File: config.mk
export PLATFORM = sky130hd
export DESIGN_NAME = cam_window_capture_flat
export DESIGN_NICKNAME = d
export VERILOG_FILES = /design/src/rtl/cam_window_capture_if.sv /design/src/rtl/cam_window_capture.sv /design/src/flat_wrapper.sv
export SDC_FILE = /design/constraint.sdc
export NUM_CORES = 1
export LEC_CHECK = 0
export ABC_CLOCK_PERIOD_IN_PS = 9400
export CORE_ASPECT_RATIO = 0.75
export CORE_MARGIN = 2
export CORE_UTILIZATION = 35
export CTS_CLUSTER_DIAMETER = 120
export CTS_CLUSTER_SIZE = 24
export DETAILED_ROUTE_END_ITERATION = 10
export GPL_TIMING_DRIVEN = 0
export PLACE_DENSITY = 0.52
export SYNTH_ARGS = -nofsm -noshare
export SYNTH_HDL_FRONTEND = slang
export SYNTH_SLANG_ARGS = --single-unit
export TNS_END_PERCENT = 20
File: constraint.sdc
create_clock -name clk_clk -period 9.4 [get_ports clk_clk]
set_input_delay 0.94 -clock clk_clk [delete_from_list [all_inputs] [get_ports clk_clk]]
set_output_delay 0.94 -clock clk_clk [all_outputs]
set_load 0.02 [all_outputs]
File: src/rtl/cam_window_capture_if.sv
// rtl/cam_window_capture_if.sv - Avalon-ST style video stream bundle for cam_window_capture
// Ports (via modports):
//   master: drives st_data, st_valid, st_sop, st_eop; receives st_ready
//   slave : receives st_data, st_valid, st_sop, st_eop; drives st_ready
interface cam_window_capture_if #(
    parameter int DATA_W = 12
) ();
    logic [DATA_W-1:0] st_data;
    logic              st_valid;
    logic              st_ready;
    logic              st_sop;
    logic              st_eop;

    modport master (output st_data, output st_valid, output st_sop, output st_eop, input st_ready);
    modport slave  (input st_data, input st_valid, input st_sop, input st_eop, output st_ready);
endinterface

File: src/rtl/cam_window_capture.sv
// rtl/cam_window_capture.sv - raw camera stream window crop with Avalon-ST output FIFO
// Ports:
//   clk_clk, reset_reset              : clock, asynchronous active-high reset
//   cam_d/fval/lval/pix_en            : raw sensor stream (already in clk_clk domain)
//   cfg_enable/x_start/y_start/width/height : window config, latched at frame start
//   st (master modport)               : cropped pixel stream with sop/eop
//   frame_count                       : completed (EOP-written) frames, wraps
//   overflow, overflow_clr            : sticky FIFO overflow flag and its clear
//   busy                              : high while a frame is being captured
module cam_window_capture #(
    parameter int DATA_W     = 12,
    parameter int CNT_W      = 12,
    parameter int FIFO_DEPTH = 16
) (
    input  logic                  clk_clk,
    input  logic                  reset_reset,
    input  logic [DATA_W-1:0]     cam_d,
    input  logic                  cam_fval,
    input  logic                  cam_lval,
    input  logic                  cam_pix_en,
    input  logic                  cfg_enable,
    input  logic [CNT_W-1:0]      cfg_x_start,
    input  logic [CNT_W-1:0]      cfg_y_start,
    input  logic [CNT_W-1:0]      cfg_width,
    input  logic [CNT_W-1:0]      cfg_height,
    cam_window_capture_if.master  st,
    output logic [15:0]           frame_count,
    output logic                  overflow,
    input  logic                  overflow_clr,
    output logic                  busy
);
    localparam int AW = $clog2(FIFO_DEPTH);
    localparam int WW = DATA_W + 2;
    localparam logic [CNT_W-1:0] CNT_ONE  = CNT_W'(1);
    localparam logic [CNT_W:0]   END_ONE  = (CNT_W+1)'(1);
    localparam logic [AW-1:0]    PTR_ONE  = AW'(1);
    localparam logic [AW:0]      OCC_ONE  = (AW+1)'(1);
    localparam logic [AW:0]      OCC_FULL = (AW+1)'(FIFO_DEPTH);

    typedef enum logic [1:0] {S_IDLE, S_ARMED, S_SKIP} state_t;

    // Input stage. fval/lval and their delayed copies reset high so that a
    // reset released mid-frame or mid-line never looks like a rising edge.
    logic [DATA_W-1:0] d_q;
    logic fval_q, lval_q, pen_q, fval_dly_q, lval_dly_q;

    always_ff @(posedge clk_clk or posedge reset_reset) begin
        if (reset_reset) begin
            d_q        <= '0;
            fval_q     <= 1'b1;
            lval_q     <= 1'b1;
            pen_q      <= 1'b0;
            fval_dly_q <= 1'b1;
            lval_dly_q <= 1'b1;
        end else begin
            d_q        <= cam_d;
            fval_q     <= cam_fval;
            lval_q     <= cam_lval;
            pen_q      <= cam_pix_en;
            fval_dly_q <= fval_q;
            lval_dly_q <= lval_q;
        end
    end

    logic fval_rise, fval_fall, lval_rise, lval_fall, qual, cfg_ok;
    assign fval_rise = fval_q & ~fval_dly_q;
    assign fval_fall = ~fval_q & fval_dly_q;
    assign lval_rise = lval_q & ~lval_dly_q;
    assign lval_fall = ~lval_q & lval_dly_q;
    assign qual      = fval_q & lval_q & pen_q;
    assign cfg_ok    = cfg_enable & (|cfg_width) & (|cfg_height);

    state_t state_q;
    logic   busy_q;

    always_ff @(posedge clk_clk or posedge reset_reset) begin
        if (reset_reset) begin
            state_q <= S_IDLE;
            busy_q  <= 1'b0;
        end else begin
            case (state_q)
                S_IDLE: begin
                    if (fval_rise) begin
                        state_q <= cfg_ok ? S_ARMED : S_SKIP;
                        busy_q  <= cfg_ok;
                    end
                end
                default: begin
                    if (fval_fall) begin
                        state_q <= S_IDLE;
                        busy_q  <= 1'b0;
                    end
                end
            endcase
        end
    end

    logic [CNT_W-1:0] sh_x_q, sh_y_q, sh_w_q, sh_h_q, col_q, row_q;
    logic [CNT_W-1:0] sh_x_d, sh_y_d, sh_w_d, sh_h_d, col_d, row_d;
    logic [CNT_W-1:0] col_cur, row_cur;
    logic [CNT_W:0]   x_end, y_end;
    logic             drop_q, drop_d, drop_cur, overflow_q, overflow_d;
    logic [15:0]      frame_cnt_q, frame_cnt_d;
    logic [AW-1:0]    wptr_q, wptr_d, rptr_q, rptr_d;
    logic [AW:0]      mcnt_q, mcnt_d, occ;
    logic             out_valid_q, out_valid_d;
    logic [WW-1:0]    out_word_q, out_word_d, wr_word;
    logic             armed_cur, in_win, sop, eop, want, full, pop, wr_ok, ovf_evt, load;
    logic [WW-1:0]    mem_q [FIFO_DEPTH];

    always_comb begin
        // At the FVAL rising edge the fresh config / row reset already apply
        // to that same cycle, so a pixel coinciding with the edge is handled.
        sh_x_d    = fval_rise ? cfg_x_start : sh_x_q;
        sh_y_d    = fval_rise ? cfg_y_start : sh_y_q;
        sh_w_d    = fval_rise ? cfg_width   : sh_w_q;
        sh_h_d    = fval_rise ? cfg_height  : sh_h_q;
        armed_cur = (state_q == S_IDLE) ? (fval_rise & cfg_ok) : (state_q == S_ARMED);
        drop_cur  = fval_rise ? 1'b0 : drop_q;

        col_cur = lval_rise ? '0 : col_q;
        row_cur = fval_rise ? '0 : row_q;
        col_d   = (qual && col_cur != '1) ? col_cur + CNT_ONE : col_cur;
        row_d   = (lval_fall && fval_q && row_cur != '1) ? row_cur + CNT_ONE : row_cur;

        // Window ends at CNT_W+1 bits: a window hanging past the counter
        // range simply never reaches its end column/row.
        x_end  = {1'b0, sh_x_d} + {1'b0, sh_w_d};
        y_end  = {1'b0, sh_y_d} + {1'b0, sh_h_d};
        in_win = (col_cur >= sh_x_d) && ({1'b0, col_cur} < x_end) &&
                 (row_cur >= sh_y_d) && ({1'b0, row_cur} < y_end);
        sop    = (col_cur == sh_x_d) && (row_cur == sh_y_d);
        eop    = ({1'b0, col_cur} == x_end - END_ONE) && ({1'b0, row_cur} == y_end - END_ONE);
        want   = armed_cur & qual & in_win & ~drop_cur;
        wr_word = {sop, eop, d_q};

        // Occupancy includes the output register, so FIFO_DEPTH is the total
        // number of words held. A pop in the same cycle frees the slot.
        occ     = mcnt_q + (out_valid_q ? OCC_ONE : '0);
        full    = (occ == OCC_FULL);
        pop     = out_valid_q & st.st_ready;
        wr_ok   = want & (~full | pop);
        ovf_evt = want & full & ~pop;
        load    = (~out_valid_q | pop) & (mcnt_q != '0);

        wptr_d = wr_ok ? wptr_q + PTR_ONE : wptr_q;
        rptr_d = load  ? rptr_q + PTR_ONE : rptr_q;
        case ({wr_ok, load})
            2'b10:   mcnt_d = mcnt_q + OCC_ONE;
            2'b01:   mcnt_d = mcnt_q - OCC_ONE;
            default: mcnt_d = mcnt_q;
        endcase
        out_valid_d = load ? 1'b1 : (pop ? 1'b0 : out_valid_q);
        out_word_d  = load ? mem_q[rptr_q] : out_word_q;

        drop_d      = ovf_evt | drop_cur;
        overflow_d  = ovf_evt | (overflow_q & ~overflow_clr);
        frame_cnt_d = (wr_ok & eop) ? frame_cnt_q + 16'd1 : frame_cnt_q;
    end

    always_ff @(posedge clk_clk or posedge reset_reset) begin
        if (reset_reset) begin
            sh_x_q      <= '0;
            sh_y_q      <= '0;
            sh_w_q      <= '0;
            sh_h_q      <= '0;
            col_q       <= '0;
            row_q       <= '0;
            drop_q      <= 1'b0;
            overflow_q  <= 1'b0;
            frame_cnt_q <= '0;
            wptr_q      <= '0;
            rptr_q      <= '0;
            mcnt_q      <= '0;
            out_valid_q <= 1'b0;
            out_word_q  <= '0;
        end else begin
            sh_x_q      <= sh_x_d;
            sh_y_q      <= sh_y_d;
            sh_w_q      <= sh_w_d;
            sh_h_q      <= sh_h_d;
            col_q       <= col_d;
            row_q       <= row_d;
            drop_q      <= drop_d;
            overflow_q  <= overflow_d;
            frame_cnt_q <= frame_cnt_d;
            wptr_q      <= wptr_d;
            rptr_q      <= rptr_d;
            mcnt_q      <= mcnt_d;
            out_valid_q <= out_valid_d;
            out_word_q  <= out_word_d;
        end
    end

    always_ff @(posedge clk_clk) begin
        if (wr_ok) mem_q[wptr_q] <= wr_word;
    end

    assign st.st_data   = out_word_q[DATA_W-1:0];
    assign st.st_eop    = out_word_q[DATA_W];
    assign st.st_sop    = out_word_q[DATA_W+1];
    assign st.st_valid  = out_valid_q;
    assign frame_count  = frame_cnt_q;
    assign overflow     = overflow_q;
    assign busy         = busy_q;
endmodule
File: src/flat_wrapper.sv
// flat-port wrapper written by rule: the top's interface ports become plain ports
module cam_window_capture_flat 
#(
    parameter int DATA_W     = 12,
    parameter int CNT_W      = 12,
    parameter int FIFO_DEPTH = 16
)
  (clk_clk, reset_reset, cam_d, cam_fval, cam_lval, cam_pix_en, cfg_enable, cfg_x_start, cfg_y_start, cfg_width, cfg_height, frame_count, overflow, overflow_clr, busy, st_st_data, st_st_valid, st_st_sop, st_st_eop, st_st_ready);
  cam_window_capture_if #(.DATA_W(DATA_W)) st_i ();
  input  logic clk_clk;
  input  logic reset_reset;
  input  logic [DATA_W-1:0] cam_d;
  input  logic cam_fval;
  input  logic cam_lval;
  input  logic cam_pix_en;
  input  logic cfg_enable;
  input  logic [CNT_W-1:0] cfg_x_start;
  input  logic [CNT_W-1:0] cfg_y_start;
  input  logic [CNT_W-1:0] cfg_width;
  input  logic [CNT_W-1:0] cfg_height;
  output logic [15:0] frame_count;
  output logic overflow;
  input  logic overflow_clr;
  output logic busy;
  output wire logic [$bits(st_i.st_data)-1:0] st_st_data;
  output wire logic [$bits(st_i.st_valid)-1:0] st_st_valid;
  output wire logic [$bits(st_i.st_sop)-1:0] st_st_sop;
  output wire logic [$bits(st_i.st_eop)-1:0] st_st_eop;
  input wire logic [$bits(st_i.st_ready)-1:0] st_st_ready;
  assign st_st_data = st_i.st_data;
  assign st_st_valid = st_i.st_valid;
  assign st_st_sop = st_i.st_sop;
  assign st_st_eop = st_i.st_eop;
  assign st_i.st_ready = st_st_ready;
  cam_window_capture #(.DATA_W(DATA_W), .CNT_W(CNT_W), .FIFO_DEPTH(FIFO_DEPTH)) u_core (.clk_clk(clk_clk), .reset_reset(reset_reset), .cam_d(cam_d), .cam_fval(cam_fval), .cam_lval(cam_lval), .cam_pix_en(cam_pix_en), .cfg_enable(cfg_enable), .cfg_x_start(cfg_x_start), .cfg_y_start(cfg_y_start), .cfg_width(cfg_width), .cfg_height(cfg_height), .st(st_i), .frame_count(frame_count), .overflow(overflow), .overflow_clr(overflow_clr), .busy(busy));
endmodule
==> results of run 1 <==
==> critical path, delay by kind of cell, from the launching register on <==
kind	cells	cell delay (ps)
compound gates	9	2540
buf+inv	8	2470
fa+ha+maj	4	1130
xor+xnor	4	890
flops	1	560
simple gates	3	480
mux	1	400
==> through the flow <==
step	setup WS (ps)	power [W]	area [um2]	cells
floorplan	2911	0.002972	17760	1346
global placement	-51.00	0.003416	19590	2103
detailed placement	960.3	0.003437	20030	2121
CTS	897.1	0.004376	20600	2154
global route	189.7	0.004570	20600	2154
finish	822.4	0.004314	20600	2154
==> worst min-delay path by stage <==
stage | start | to
final | u_core.lval_q | u_core.lval_dly_q
after global routing | u_core.lval_q | u_core.lval_dly_q
after CTS | u_core.lval_q | u_core.lval_dly_q
after detailed placement | u_core.lval_q | u_core.lval_dly_q
after global placement | u_core.lval_q | u_core.lval_dly_q
after floorplan | u_core.lval_q | u_core.lval_dly_q
==> cell usage in the layout, fill, tap and decap left out, types with 15 or more instances in the layout <==
cell and n:
edfxtp_1 224, nand2_1 191, dfrtp_1 133, clkdlybuf4s50_1 100
ha_1 86, xnor2_1 72, mux4_2 70, inv_1 60
clkbuf_1 43, nand3_1 43, nor2_1 36, a21oi_1 35
xor2_1 29, o21ai_0 27, nand4_1 20, clkbuf_16 20
mux2_2 18, mux2i_1 15
==> routing by layer <==
metal  up-vias  share of wire [%]  GRT usage, %
met5         -                  0             0
met4         0                1.2         2.588
met3        33                3.5         1.787
met2       201                 44         25.21
met1      5617                 51         26.54
li1       5258                  -             -
==> cell families after synthesis <==
group           Yosys count
buf+inv                 109
mux                     106
flops                   361
fa+ha+maj                88
compound gates          155
simple gates            426
xor+xnor                101
==> report_power, final <==
part           switching [W]  internal [W]
registers          0.0000682       0.00177
clock network       0.000519      0.000405
logic               0.000830      0.000720
total                0.00142       0.00290
==> cells in the mapped netlist, drive strengths merged (12+ instances only) <==
cell,n
edfxtp,224
nand2,191
dfrtp,133
ha,86
xnor2,72
mux4,70
inv,63
nor2,50
nand3,43
a21oi,35
clkbuf,32
o21ai,30
xor2,29
nand4,20
mux2,19
mux2i,17
nor4,17
nor3,16
a21o,14
and3,14
nand2b,14
buf,13
and2,12
==> flip-flops by register name, summed over array words and instances (netlist names) <==
register and count:
u_core.state_q 2, u_core.sh_h_q 12, u_core.lval_dly_q 1, u_core.out_word_q 14, u_core.lval_q 1, u_core.sh_w_q 12
u_core.overflow 1, u_core.mcnt_q 5, u_core.sh_y_q 12, u_core.mem_q 224, u_core.frame_count 16, u_core.fval_q 1
u_core.sh_x_q 12, u_core.drop_q 1, u_core.st.st_valid 1, u_core.rptr_q 4, u_core.col_q 12, u_core.fval_dly_q 1
u_core.wptr_q 4, u_core.row_q 12, u_core.d_q 12, u_core.pen_q 1
==> area by class of cell <==
class                   count  area [um2]
plain buffers              45       193.9
clock buffers              31       541.8
clock inverters             2       25.02
fillers                  4690       29510
inverters                  64       245.2
multi-input cells         876        7227
flip-flops and latches    361       10160
well taps                 657       822.0
repair buffers            118        1381
==> impl_results.md, run 1 <==
* DRC Markers at 0
* Worst vdd ir at 0.1160 mV
* Post-CTS Resized at 0
* Crit Path Class: flop to flop
* DRT antenna net count at 0
* Post-CTS Setup Inserts at 0
* Global Route Usage Sum at approximately 17%
* Crit path DAT at 9010 ps
* Net Count, Synth at between 1.5k and 2k
* Clock skew at 21.46 ps
* Max FO, Critical Path at 10
* DRT Wirelength at 43960 um
* DR pass1 iterations at 5
* # H-tree levels at 1
* Fin Setup TNS at 0 ps
* Max-cap violation count at 0
* IO buf count at 100
* Yosys reg bits at approximately 360
* TritonCTS clock tree: done
* Synth Area in Compound Gates at 6.212%
* EDFF count, synth at 224
* Max Fclk at 116.6 MHz
* Worst reg-to-reg setup slack at between 800 and 900 ps
* Cell variety after synth at 81
* Worst-Skew Late Latency at ~550 ps
* Top_reg_cell synth: edfxtp_1
* Die W at 264.1 um
* Post-Syn Area per Cell at 13.20 um2
* Crit path max-delay cell type: buf_1
* CTS buffer count at 19
* Share of the synthesized area in the top cell type at 37.86%
* P per Cell Area at 209.5 mW/mm2
* Reg-to-reg startpoint: u_core.fval_dly_q
* Placer Congestion at 0.8222
* Initial antenna violation count at 0
* Sink Count at 361
* Routed vias/inst at 5.157
* Crit start category: flop
* Post-synthesis sequential area ratio at 57.19%
* Cells after Synth at 1346
* Yosys Warn Count at 0
* Synth area leaders: edfxtp_1 (38%), dfrtp_1 (19%), mux4_2 (8.9%)
* Synth Area in Adders at 6.283%
* CP endpoint: u_core.mcnt_q[4]
* Reg clk slew, reported paths at 100 ps
* Post-synthesis mux area share at 11.13%
* Crit end category: flop
* Vias in the first global route at roughly 11k
* Rows at 71
* Final min period at 8578 ps
* Worst Setup SP: u_core.fval_dly_q
* Hold Crit Class: flop to flop
* Final slew viol count at 0
* Routed length per placed instance at 20.41 um
* Hold Slack at 396.5 ps
* Slew Limit Headroom at 18.93%
* Initial core utilization at between 30% and 40%
* Reg2reg end: u_core.mcnt_q[4]
* Boundary pin count at around 100
* Reg2reg path depth at 29
* Worst-Margin Slew at 1216 ps
* RSZ-0062 raised after global routing: false
* GRT overflow at 0
* Largest net degree at the start of global routing at between 90 and 100
* Largest family of logic cells by synthesized area: simple AND/OR/NAND/NOR gates
* Via count at 11.11k
* Worst Hold Path Cells at 0
* CTS root buf: clkbuf_16
* DR iter-0 viols at 891
* CTS Buffer Depth at 3
* Post-Synth XOR/XNOR Area at approximately 5%
* DP Wirelength at 32070 um
* Yosys top cell by area: edfxtp_1
* Final nets at 1641
* # setup viols final at 0
* Die ar. at roughly 0.053 mm2
* CTS Hold Bufs at 0
* Core ar. at between 0.05 and 0.06 mm2
* Die height at between 150 and 200 um
* Core Util, Final at slightly above 40%
* Crit path largest cell delay at 890 ps
* CP required at 9830 ps
* Layout area overhead at 15.94%
* Antenna cells at 0
* First-pass GRT wire length at 67110 um
* Async SR Flop Fraction at 37.95%
* Fin. Hold Viols at 0
* Share of post-route cells with drive strength above 1 at 12.22%
* Crit share post-route at 91.25%
* Post-synthesis simple-gate area fraction at 11.76%
* Status: complete, no violations
* Cell Area, Synth at about 0.018 mm2
* Leakage Power at 7.903 nW
Note: power is estimated with default switching activity, not from simulation.
==> inputs of run 2 (changes only) <==
--- a/config.mk
+++ b/config.mk
@@ -13,7 +13,9 @@
 export CTS_CLUSTER_SIZE = 24
 export DETAILED_ROUTE_END_ITERATION = 10
 export GPL_TIMING_DRIVEN = 0
+export HOLD_SLACK_MARGIN = 0.02
 export PLACE_DENSITY = 0.52
+export SLEW_MARGIN = 20
 export SYNTH_ARGS = -nofsm -noshare
 export SYNTH_HDL_FRONTEND = slang
 export SYNTH_SLANG_ARGS = --single-unit
==> run 2 against run 1 <==
Non-clock buffer count down 1. Routed wire length increased by 1.1%. Total power is 0.17% lower. Clock power down 1%. Cell area shrank 0.87%. Critical path depth unchanged. Register-to-register slack improved by 500 ps. First-iteration DRC count decreased by 6.3%. Largest power group unchanged. Worst hold slack worse by 4.8 ps.
==> impl_results.md, run 2 (synthesis results as in run 1) <==
* Status: complete, no violations
* # H-tree levels at 1 (unchanged)
* Largest net degree at the start of global routing at 96 (+4.3%)
* Final min period at 8083 ps (-495.1 ps)
* Crit Path Class: flop to flop
* Crit path largest cell delay at 600 ps (-290 ps)
* Via count at 11.17k (+0.58%)
* Worst-Skew Late Latency at 550 ps (about the same)
* DRT Wirelength at 44430 um (+1.1%)
* Sink Count at 361 (unchanged)
* CTS Buffer Depth at 3 (unchanged)
* Clock skew at 32.96 ps (+11.50 ps)
* DR pass1 iterations at 6 (+1)
* Layout area overhead at 14.92%
* Max Fclk at 123.7 MHz (+6.1%)
* Share of post-route cells with drive strength above 1 at 12.50% (+0.28 points)
* DP Wirelength at 32140 um (+0.20%)
* Final slew viol count at 0 (unchanged)
* Slew Limit Headroom at 31.12% (+12 points)
* Vias in the first global route at 10.77k (-1.5%)
* Global Route Usage Sum at 16.79% (about the same)
* Placer Congestion at 0.8222 (unchanged)
* Hold Crit Class: flop to flop
* Rows at 71 (unchanged)
* Antenna cells at 0 (unchanged)
* Crit path max-delay cell type: a221oi_2
* CP bufs+invs at 8 (unchanged)
* Routed length per placed instance at 20.63 um (+1.1%)
* Initial antenna violation count at 1 (+1)
* Final nets at 1640 (-0.061%)
* CTS Hold Bufs at 0 (unchanged)
* Dpl ws at 1403 ps (+442.9 ps)
* GRT overflow at 0 (unchanged)
* DRT antenna net count at 0 (unchanged)
* P_int at 0.002882 W (-0.51%)
* DR iter-0 viols at 835 (-6.3%)
* Boundary pin count at 101 (unchanged)
* Flop pwr share at 42.7% (about the same)
* Leakage Power at 7.851 nW (-0.65%)
* Die ar. at 0.05259 mm2 (unchanged)
* Core Util, Final at 40.75% (-0.36 points)
* # setup viols final at 0 (unchanged)
* Sw Ratio at 33.08% (+0.23 points)
* Delay-heaviest family, CP: compound AO/OA/AOI/OAI gates
* Die height at 199.1 um (unchanged)
* DRC Markers at 0 (unchanged)
* Worst vdd ir at 0.1060 mV (-8.7%)
* Post-CTS Resized at 0 (unchanged)
* Clock share of power at 21.2% (-0.2 points)
* Crit end category: flop
* Register with the most flip-flops: u_core.mem_q
* Commonest non-fill, non-tap cell in the layout: edfxtp_1
* TritonCTS clock tree: done
* CTS root buf: clkbuf_16
* IO buf count at 100 (unchanged)
* Final WS setup at 1317 ps (+495.1 ps)
* Crit share post-route at 85.98% (-5.3 points)
* CP required at 9820 ps (about the same)
* Max-cap violation count at 0 (unchanged)
* P_sw at 0.001425 W (+0.53%)
* Die W at 264.1 um (unchanged)
* Initial core utilization at 35.46% (unchanged)
* Dpl cell area at 0.01987 mm2 (-0.80%)
* Most frequent cells in the layout: edfxtp_1 (224), nand2_1 (191), dfrtp_1 (133)
* Max FO, Critical Path at 10 (unchanged)
* Largest register FFs at 224 (unchanged)
* Pwr Total at 0.004307 W (-0.17%)
* Crit path DAT at 8500 ps (-510 ps)
* CTS buffer count at 19 (unchanged)
* Logic pwr share at 36.1% (+0.2 points)
* Worst-Margin Slew at 1033 ps (-182.9 ps)
* First-pass GRT wire length at 67010 um (-0.15%)
* Reg clk slew, reported paths at 110 ps (about the same)
* Routed vias/inst at 5.190 (+0.62%)
* Design Area, Final at 0.02042 mm2 (-0.87%)
* Core ar. at 0.05010 mm2 (unchanged)
* Fin. Hold Viols at 0 (unchanged)
* P per Cell Area at 211.0 mW/mm2 (+0.71%)
* RSZ-0062 raised after global routing: false
* Post-CTS Setup Inserts at 0 (unchanged)
* Crit start category: flop
run 2: changes by cell type in the layout (fill, tap and decap cells not counted), sizes merged:
cell | previous run | this run
clkinv | 2 | 1
inv | 64 | 66
buf | 31 | 30
clkbuf | 63 | 62
run 2: power groups by stage:
stage	sequential (W)	combinational (W)	clock, W
finish	0.00184	0.00155	0.000912
global route	0.00185	0.00170	0.000998
CTS	0.00184	0.00157	0.000945
detailed placement	0.00188	0.00156	0
global placement	0.00187	0.00154	0
floorplan	0.00189	0.00108	0
run 2: worst paths after layout:
path                              startpoint                     end  slack, ps  cells after the start
setup / recovery           u_core.fval_dly_q        u_core.mcnt_q[4]       1320                     29
hold / removal                 u_core.lval_q       u_core.lval_dly_q        390                      0
setup reg to reg           u_core.fval_dly_q        u_core.mcnt_q[4]       1320                     29
hold reg to reg                u_core.lval_q       u_core.lval_dly_q        390                      0
max in group asynchronous        reset_reset           u_core.lval_q       7780                      3
min in group asynchronous        reset_reset  u_core.frame_count[12]        800                      2
run 2: layout make-up:
type	count	area, um2
fill	4703	29690
sequential	361	10160
clock buffer	30	516.7
multi-input combinational	876	7252
tap	657	822.0
buffer	45	200.2
inverter	64	247.7
timing repair buffer	117	1191
clock inverter	3	26.28
run 2: routing by layer:
metal | wire length (um) | track usage (%) | vias to the layer above
met3 | 1984 | 2.477 | 32
met4 | 534 | 2.357 | 0
met5 | 0 | 0 | -
met1 | 22740 | 26.34 | 5662
met2 | 19160 | 25.02 | 223
li1 | - | - | 5256
run 2: stage by stage:
step	hold WS, ps	std cells	TNS, ps
finish	391.6	2153	0
global route	398.3	2153	0
detailed placement	388.0	2120	0
CTS	398.9	2153	0
global placement	390.4	2103	-679.6
floorplan	369.8	1346	0
